**src/rtl/isa_pkg.sv**
```systemverilog
// ============================================================================
//  Module      : isa_pkg
//  Description : Shared ISA definitions for the instruction execution unit:
//                opcodes, instruction field layout, branch condition codes
//                and the execution FSM state encoding.
//  Revision    : 1.0 - initial release
// ============================================================================
`default_nettype none

package isa_pkg;

    // Default field layout for the 32-bit datapath / 4-bit opcode build.
    // Parameterised instances derive their own offsets from BUSW/OPW.
    localparam int c_BUSW_DEF = 32;
    localparam int c_OPW_DEF  = 4;
    localparam int c_PLLEN    = c_OPW_DEF + 2 * c_BUSW_DEF + 1;
    localparam int c_LIT_BIT  = 0;
    localparam int c_SRC_LSB  = 1;
    localparam int c_DST_LSB  = c_BUSW_DEF + 1;
    localparam int c_OPC_LSB  = 2 * c_BUSW_DEF + 1;

    // Opcodes. Codes 10..15 (and any wider code) execute as NOP.
    localparam logic [3:0] c_OP_NOP = 4'd0;
    localparam logic [3:0] c_OP_LD  = 4'd1;
    localparam logic [3:0] c_OP_STR = 4'd2;
    localparam logic [3:0] c_OP_BRA = 4'd3;
    localparam logic [3:0] c_OP_XOR = 4'd4;
    localparam logic [3:0] c_OP_ADD = 4'd5;
    localparam logic [3:0] c_OP_ROT = 4'd6;
    localparam logic [3:0] c_OP_SHF = 4'd7;
    localparam logic [3:0] c_OP_HLT = 4'd8;
    localparam logic [3:0] c_OP_CMP = 4'd9;

    // Branch conditions, carried in dst[1:0] of a BRA.
    localparam logic [1:0] c_COND_ALWAYS = 2'd0;
    localparam logic [1:0] c_COND_Z      = 2'd1;
    localparam logic [1:0] c_COND_C      = 2'd2;
    localparam logic [1:0] c_COND_L      = 2'd3;

    typedef enum logic [1:0] {
        ST_FETCH = 2'd0,
        ST_EXEC  = 2'd1,
        ST_WB    = 2'd2,
        ST_HALT  = 2'd3
    } state_t;

endpackage

`default_nettype wire

```
**src/rtl/exec_alu.sv**
```systemverilog
// ============================================================================
//  Module      : exec_alu
//  Description : Combinational ALU of the execution unit.
//                op     : 4-bit opcode (already NOP-folded by the caller)
//                a      : reg[dst]
//                s      : source operand (for LD, the loaded value)
//                result : value to be written back
//                carry  : carry out of a + s
//                zero   : a == s
//                less   : a < s (unsigned)
//  Revision    : 1.0 - initial release
// ============================================================================
`default_nettype none

module exec_alu
    import isa_pkg::*;
#(
    parameter int BUSW = 32
) (
    input  logic [3:0]      op,
    input  logic [BUSW-1:0] a,
    input  logic [BUSW-1:0] s,
    output logic [BUSW-1:0] result,
    output logic            carry,
    output logic            zero,
    output logic            less
);

    localparam int c_SHW = $clog2(BUSW);

    logic [BUSW:0]     w_sum;
    logic [2*BUSW-1:0] w_rot2;
    logic [c_SHW-1:0]  w_amt;
    logic              w_shf_big;

    assign w_amt     = s[c_SHW-1:0];
    // BUSW is a power of two, so S >= BUSW exactly when any bit above the
    // shift-amount field is set.
    assign w_shf_big = |s[BUSW-1:c_SHW];
    assign w_sum     = {1'b0, a} + {1'b0, s};
    // Rotating the doubled word left and keeping the top half gives
    // rotate-left by (S mod BUSW), including the zero-amount case.
    assign w_rot2    = {a, a} << w_amt;

    assign carry = w_sum[BUSW];
    assign zero  = (a == s);
    assign less  = (a < s);

    always_comb begin
        result = '0;
        case (op)
            c_OP_LD,
            c_OP_STR: result = s;
            c_OP_ADD: result = w_sum[BUSW-1:0];
            c_OP_XOR: result = a ^ s;
            c_OP_ROT: result = w_rot2[2*BUSW-1:BUSW];
            c_OP_SHF: result = w_shf_big ? '0 : (a << w_amt);
            default:  result = '0;
        endcase
    end

endmodule

`default_nettype wire

```
**src/rtl/instr_exec.sv**
```systemverilog
// ============================================================================
//  Module      : instr_exec
//  Description : Multi-cycle instruction execution unit. Accepts one packed
//                instruction over valid/ready, executes it in
//                FETCH -> EXEC -> WB against a private register file and data
//                RAM, reports taken branches, and halts on HLT.
//  Ports       : clk, rst         - clock, synchronous active-high reset
//                instr            - packed {opcode, dst, src, srcIsLit}
//                instr_valid/ready- input handshake (ready only in FETCH)
//                bra_taken/target - one-cycle branch redirect in WB
//                Res              - value of most recent register/RAM write
//                done             - sticky HLT indication
//  Revision    : 1.0 - initial release
// ============================================================================
`default_nettype none

module instr_exec
    import isa_pkg::*;
#(
    parameter int BUSW  = 32,
    parameter int OPW   = 4,    // must be >= 4
    parameter int NREG  = 16,
    parameter int NMEM  = 16,
    parameter int PLLEN = OPW + 2 * BUSW + 1
) (
    input  logic             clk,
    input  logic             rst,
    input  logic [PLLEN-1:0] instr,
    input  logic             instr_valid,
    output logic             instr_ready,
    output logic             bra_taken,
    output logic [BUSW-1:0]  bra_target,
    output logic [BUSW-1:0]  Res,
    output logic             done
);

    localparam int c_RW      = $clog2(NREG);
    localparam int c_MW      = $clog2(NMEM);
    localparam int c_SRC_OFS = 1;
    localparam int c_DST_OFS = BUSW + 1;
    localparam int c_OPC_OFS = 2 * BUSW + 1;
    // Highest dst bit that is ever decoded (register index, RAM address or
    // the two branch-condition bits).
    localparam int c_DUSE_A  = (c_RW > c_MW) ? c_RW : c_MW;
    localparam int c_DUSE    = (c_DUSE_A > 2) ? c_DUSE_A : 2;

    // ------------------------------------------------------------------
    // State
    // ------------------------------------------------------------------
    state_t              r_state;
    state_t              w_state_nxt;
    logic                r_live;      // first cycle after reset release seen
    logic [PLLEN-1:0]    r_instr;
    logic [BUSW-1:0]     r_regs [NREG];
    logic [BUSW-1:0]     r_mem  [NMEM];
    logic                r_z;
    logic                r_c;
    logic                r_l;
    logic [BUSW-1:0]     r_alu_res;
    logic                r_alu_c;
    logic                r_alu_z;
    logic                r_alu_l;
    logic                r_br_take;
    logic [BUSW-1:0]     r_bra_target;
    logic [BUSW-1:0]     r_res;

    // ------------------------------------------------------------------
    // Field decode of the latched instruction
    // ------------------------------------------------------------------
    logic [OPW-1:0]      w_opc;
    logic [3:0]          w_op;
    logic                w_lit;
    logic [BUSW-1:0]     w_src;
    logic [c_RW-1:0]     w_src_ridx;
    logic [c_MW-1:0]     w_src_midx;
    logic [c_RW-1:0]     w_dst_ridx;
    logic [c_MW-1:0]     w_dst_midx;
    logic [1:0]          w_cond_sel;
    logic                w_unused_dst;

    assign w_opc      = r_instr[c_OPC_OFS +: OPW];
    assign w_lit      = r_instr[0];
    assign w_src      = r_instr[c_SRC_OFS +: BUSW];
    assign w_src_ridx = r_instr[c_SRC_OFS +: c_RW];
    assign w_src_midx = r_instr[c_SRC_OFS +: c_MW];
    assign w_dst_ridx = r_instr[c_DST_OFS +: c_RW];
    assign w_dst_midx = r_instr[c_DST_OFS +: c_MW];
    assign w_cond_sel = r_instr[c_DST_OFS +: 2];

    // Upper dst bits carry no meaning; collected so they read as used.
    assign w_unused_dst = &{1'b0, r_instr[c_OPC_OFS-1 : c_DST_OFS+c_DUSE]};

    // Fold opcodes wider than the 4-bit ISA: any high bit set is unknown,
    // and unknown codes execute as NOP.
    generate
        if (OPW > 4) begin : g_op_wide
            assign w_op = (|w_opc[OPW-1:4]) ? c_OP_NOP : w_opc[3:0];
        end else begin : g_op_narrow
            assign w_op = w_opc[3:0];
        end
    endgenerate

    // ------------------------------------------------------------------
    // Operands and ALU
    // ------------------------------------------------------------------
    logic [BUSW-1:0]     w_a;
    logic [BUSW-1:0]     w_s;
    logic [BUSW-1:0]     w_alu_s;
    logic [BUSW-1:0]     w_alu_res;
    logic                w_alu_c;
    logic                w_alu_z;
    logic                w_alu_l;
    logic                w_cond;

    assign w_a     = r_regs[w_dst_ridx];
    assign w_s     = w_lit ? w_src : r_regs[w_src_ridx];
    // LD takes its non-literal operand from RAM rather than the registers.
    assign w_alu_s = (w_op == c_OP_LD) ? (w_lit ? w_src : r_mem[w_src_midx]) : w_s;

    exec_alu #(
        .BUSW   (BUSW)
    ) u_alu (
        .op     (w_op),
        .a      (w_a),
        .s      (w_alu_s),
        .result (w_alu_res),
        .carry  (w_alu_c),
        .zero   (w_alu_z),
        .less   (w_alu_l)
    );

    // Flags are evaluated in EXEC; the previous instruction's WB has
    // already committed, so back-to-back CMP/ADD -> BRA sees fresh flags.
    always_comb begin
        w_cond = 1'b0;
        if (w_op == c_OP_BRA) begin
            case (w_cond_sel)
                c_COND_ALWAYS: w_cond = 1'b1;
                c_COND_Z:      w_cond = r_z;
                c_COND_C:      w_cond = r_c;
                c_COND_L:      w_cond = r_l;
                default:       w_cond = 1'b0;
            endcase
        end
    end

    // ------------------------------------------------------------------
    // FSM
    // ------------------------------------------------------------------
    always_ff @(posedge clk) begin
        if (rst) begin
            r_state <= ST_FETCH;
        end else begin
            r_state <= w_state_nxt;
        end
    end

    always_comb begin
        w_state_nxt = r_state;
        instr_ready = 1'b0;
        done        = 1'b0;
        case (r_state)
            ST_FETCH: begin
                // Held low for the first cycle after reset release.
                instr_ready = r_live;
                if (instr_valid && r_live) begin
                    w_state_nxt = ST_EXEC;
                end
            end
            ST_EXEC: begin
                w_state_nxt = ST_WB;
            end
            ST_WB: begin
                w_state_nxt = (w_op == c_OP_HLT) ? ST_HALT : ST_FETCH;
            end
            ST_HALT: begin
                done = 1'b1;
            end
            default: begin
                w_state_nxt = ST_FETCH;
            end
        endcase
    end

    // ------------------------------------------------------------------
    // Datapath: latch, execute, write back
    // ------------------------------------------------------------------
    always_ff @(posedge clk) begin
        if (rst) begin
            r_live       <= 1'b0;
            r_instr      <= '0;
            r_z          <= 1'b0;
            r_c          <= 1'b0;
            r_l          <= 1'b0;
            r_alu_res    <= '0;
            r_alu_c      <= 1'b0;
            r_alu_z      <= 1'b0;
            r_alu_l      <= 1'b0;
            r_br_take    <= 1'b0;
            r_bra_target <= '0;
            r_res        <= '0;
            for (int i = 0; i < NREG; i++) begin
                r_regs[i] <= '0;
            end
            for (int i = 0; i < NMEM; i++) begin
                r_mem[i] <= '0;
            end
        end else begin
            r_live <= 1'b1;

            if (r_state == ST_FETCH && instr_valid && r_live) begin
                r_instr <= instr;
            end

            if (r_state == ST_EXEC) begin
                r_alu_res <= w_alu_res;
                r_alu_c   <= w_alu_c;
                r_alu_z   <= w_alu_z;
                r_alu_l   <= w_alu_l;
                r_br_take <= w_cond;
                // Target must already be stable while bra_taken is high in WB.
                if (w_cond) begin
                    r_bra_target <= w_s;
                end
            end

            if (r_state == ST_WB) begin
                case (w_op)
                    c_OP_LD,
                    c_OP_XOR,
                    c_OP_ROT,
                    c_OP_SHF: begin
                        r_regs[w_dst_ridx] <= r_alu_res;
                        r_res              <= r_alu_res;
                    end
                    c_OP_ADD: begin
                        r_regs[w_dst_ridx] <= r_alu_res;
                        r_res              <= r_alu_res;
                        r_c                <= r_alu_c;
                    end
                    c_OP_STR: begin
                        r_mem[w_dst_midx] <= r_alu_res;
                        r_res             <= r_alu_res;
                    end
                    c_OP_CMP: begin
                        r_z <= r_alu_z;
                        r_l <= r_alu_l;
                    end
                    default: begin
                    end
                endcase
            end
        end
    end

    assign bra_taken  = (r_state == ST_WB) && r_br_take;
    assign bra_target = r_bra_target;
    assign Res        = r_res;

endmodule

`default_nettype wire

```
**config.mk**
```make
export PLATFORM = sky130hd
export DESIGN_NAME = instr_exec
export DESIGN_NICKNAME = d
export VERILOG_FILES = /design/src/rtl/isa_pkg.sv /design/src/rtl/exec_alu.sv /design/src/rtl/instr_exec.sv
export SDC_FILE = /design/constraint.sdc
export NUM_CORES = 2
export LEC_CHECK = 0
export CAP_MARGIN = 20
export CORE_UTILIZATION = 57
export DETAILED_ROUTE_END_ITERATION = 8
export GPL_ROUTABILITY_DRIVEN = 0
export PLACE_DENSITY = 0.76
export SLEW_MARGIN = 5
export SYNTH_ARGS = -nofsm -noshare
export SYNTH_HDL_FRONTEND = slang
export SYNTH_SLANG_ARGS = --single-unit
```
**constraint.sdc**
```tcl
create_clock -name clk -period 7.3 [get_ports clk]
set_input_delay 1.46 -clock clk [delete_from_list [all_inputs] [get_ports clk]]
set_output_delay 1.46 -clock clk [all_outputs]
set_load 0.05 [all_outputs]
```
==> summary by stage <==
STA
The final count of pins violating max slew is 0. Derived from the worst setup path, the maximum achievable clock frequency is 148 MHz. The number of endpoints with negative hold slack in the final report was 0. The clock period minus final worst setup slack is 6.75 ns. At the pin with the least slew margin, the transition time is 1.37 ns. The setup TNS is 0 ns.

Setup repair after global routing left no endpoint under its margin. The final-layout worst hold slack is 0.453 ns. The largest clock skew in the final design is 0.0418 ns. In this run the tightest slew margin relative to its limit is 8.91%. The count of endpoints failing setup in the final report is 0. The final clock period utilization by the worst path is 92.5%.

Clock network
The clock tree synthesis step divided the H-tree into 3 levels. The number of resized instances in the post-cts repair step is 0. TritonCTS built the clock tree. Counting the buffers created by CTS gives 120. The clock-pin slew on the worst setup and hold paths is 0.06 ns. Clock tree synthesis selected as its root buffer the cell sky130_fd_sc_hd__clkbuf_16.

For the worst-skew pair, the clock arrives at the later sink with an insertion delay of 0.75 ns. The clock passes through at most 3 buffers. The count of hold-fix buffers inserted at cts is 0. After clock tree synthesis, the setup repair step added 0 buffers. The number of sinks on the clock net is 1179.

Logic synthesis
After synthesis, flip-flops and latches occupy 54.8% of the total area. The predominant post-synthesis flop cell is sky130_fd_sc_hd__edfxtp_1. In this run the biggest area consumer among cell types represents 49.8% of the synthesized area.

The area of the mapped netlist is 0.0618 mm^2. The number of nets handed over by synthesis was 4919. The synthesized design contains 1179 register bits. The number of standard cells after synthesis is 4774. Ranked by total cell area, the synthesized netlist is headed by sky130_fd_sc_hd__edfxtp_1, sky130_fd_sc_hd__mux4_2, sky130_fd_sc_hd__and2_1.

The number of warnings reported in the yosys synthesis log is 0. The library cell occupying the most area in the post-synthesis netlist is sky130_fd_sc_hd__edfxtp_1. In the synthesized netlist the async set-or-reset flop fraction comes to 0%. The number of enable flip-flop cells after synthesis is 1024. The mean area per synthesized cell is 12.9 um^2. Counting distinct cell types in the post-synthesis netlist gives 91.

Route
After detailed routing, the total wire length is 211000 um. In the final routed layout, each cell accounts on average for 33.6 um. The first detailed-routing pass took 8 iterations. The first-iteration detailed-routing DRC count is 8650. The detailed-route DRC error count is 0. The routed layout has 44.2k vias.

The number of nets with antenna violations after detailed routing is 0. In the routed layout, each cell is associated on average with a via count of 7.04.

Cells and area
In the layout the commonest cells are sky130_fd_sc_hd__edfxtp_1, sky130_fd_sc_hd__and2_1, sky130_fd_sc_hd__mux4_2. Cells with a size suffix above 1 make up 19.4% of the layout. The final standard cell area without fillers is 0.0690 mm^2.

From synthesis to final layout, the design area changed by 11.7%. The library cell used most frequently in the layout, excluding fill and tap cells, is sky130_fd_sc_hd__edfxtp_1. For this run, the number of standard cells in the final layout without fillers is 6282.

The net count of the finished layout is 4915.

Power
The static leakage is 24.4 nW. The power per cell area is 241 mW/mm^2. IR analysis of the VDD net gives a maximum drop of 0.209 mV.

Floorplan
The site row count is 120. The count of boundary I/O pins is 139. For this configuration, the core starts out at a cell density of 57.6%. Measured along the x axis, the die boundary spans 331 um.

The floorplan step defined a core boundary enclosing 0.107 mm^2. The die height is 331 um. The area enclosed by the die boundary is 0.110 mm^2.

Placement
The half-perimeter wire length of the detailed placement result is 135000 um. The count of input and output buffers is 110. The area of placed instances is 0.0648 mm^2. Once placement completed, the tool counted placed cells totaling 6045.

GRT
The overall global routing resource usage is 38.3%. The initial antenna violation count came to 11. The number of global-route vias before repair is 41.3k. The global-route wire length before repair is 296000 um. The maximum number of pins on one net before global-route repair is 75.

The total grt overflow is 0.

Critical path
The critical path class is reg2reg. STA classifies the critical path startpoint as a flop. The sort of element at the end of the critical path is a flop.

The data arrival time of the worst path is 7.41 ns. Of all nets on the critical path, the largest fanout is 27. Data on the critical path is required at its endpoint by 7.96 ns.

Worst hold path
In this run the most critical hold path is launched from Res[1]. The class of the most critical hold timing path is reg2reg.

Run status
The run finished with clean final reports.

Job
The tool flagged a number of max-cap violations equal to 0.
per-layer routing:
layer	up-vias	share of wire [%]	track usage (%)	routed length (um)
li1	17700	-	-	-
met1	21700	34	50.5	71500
met5	-	0.0038	0	8
met4	2	6.5	21.3	13700
met3	724	18	15.5	37100
met2	4061	42	53.9	88800
final timing paths:
path                            endpoint  slack, ns  cells past startpoint
worst max register to register   r_alu_c       0.55                     22
worst max-delay path             r_alu_c       0.55                     22
worst min-delay path              Res[1]       0.45                      2
worst min register to register    Res[1]       0.45                      2
metrics by stage:
stage	worst slack (ns)	util [%]	power, mW
3_5_place_dp	0.889	60.5	10.2
3_3_place_gp	0.827	60.5	10.2
6_report	0.545	64.3	16.6
4_1_cts	0.857	64.2	16.5
5_1_grt	0.533	64.3	16.9
2_1_floorplan	1.80	-	9.34
kinds of logic after synthesis:
kind of cell	count (synthesis)	share of synthesized area (%)
muxes	580	16.8
adders and majority gates	73	1.49
DFF	1179	54.8
xor gates and xnor gates	23	0.326
AOI/OAI and AO/OA	672	7.58
and+or+nand+nor	1705	15.1
buffers and inverters	542	3.89
state kept, by name (all words and copies together), names as in the netlist, 2 cells and up, named ones only:
register and cells:
r_instr 41, Res 32, r_mem 512, r_state 2, r_alu_res 32, r_regs 512, bra_target 32
Yosys cell counts (all sizes together) (5+ instances only):
library cell and number:
a2111oi 5, a211oi 28, a21boi 6, a21o 7, a21oi 182, a221oi 44
a22o 32, a22oi 68, a311oi 6, a31oi 15, and2 979, and3 7
buf 115, clkbuf 339, dfxtp 155, edfxtp 1024, ha 72, inv 87
mux2 36, mux2i 183, mux4 361, nand2 312, nand2b 23, nand3 24
nand4 20, nor2 182, nor2b 27, nor3 96, nor4 12, o211ai 19
o21a 10, o21ai 115, o21bai 11, o221ai 25, o22ai 30, o31ai 11
o32ai 5, or3 8, xnor2 19
report_power, final:
part           switching, mW  total [mW]  internal [mW]
registers              0.143        7.66           7.51
logic                   1.70        2.60          0.905
clock network           2.69        6.37           3.68
total                   4.53        16.6           12.1
worst max-delay path, stage by stage, from the launching register on:
cell and delay (ns):
sky130_fd_sc_hd__dfxtp_2 0.85, sky130_fd_sc_hd__buf_4 0.38, sky130_fd_sc_hd__buf_4 0.43, sky130_fd_sc_hd__nand2_1 0.24
sky130_fd_sc_hd__o32ai_2 0.64, sky130_fd_sc_hd__o31ai_4 0.20, sky130_fd_sc_hd__inv_1 0.15, sky130_fd_sc_hd__ha_1 0.17
sky130_fd_sc_hd__inv_1 0.06, sky130_fd_sc_hd__fa_1 0.46, sky130_fd_sc_hd__o21ba_2 0.25, sky130_fd_sc_hd__nor4_1 0.33
sky130_fd_sc_hd__o32ai_1 0.17, sky130_fd_sc_hd__buf_4 0.16, sky130_fd_sc_hd__o211ai_1 0.31, sky130_fd_sc_hd__a31oi_1 0.17
sky130_fd_sc_hd__o31ai_1 0.30, sky130_fd_sc_hd__a21o_1 0.25, sky130_fd_sc_hd__a41oi_1 0.19, sky130_fd_sc_hd__o31ai_1 0.38
sky130_fd_sc_hd__a2111oi_0 0.25, sky130_fd_sc_hd__buf_4 0.19, sky130_fd_sc_hd__nor3_1 0.11
cell type report:
| type | instances | area [um^2] |
|---|---|---|
| clock buffers | 154 | 3260 |
| well taps | 1403 | 1760 |
| fillers | 7665 | 38200 |
| repair buffers | 328 | 2920 |
| inverters | 88 | 332 |
| diodes | 4 | 10.0 |
| flip-flops and latches | 1179 | 33900 |
| multi-input cells | 3053 | 26100 |
| clock inverters | 73 | 771 |
Power figures use the tool's default switching activity.
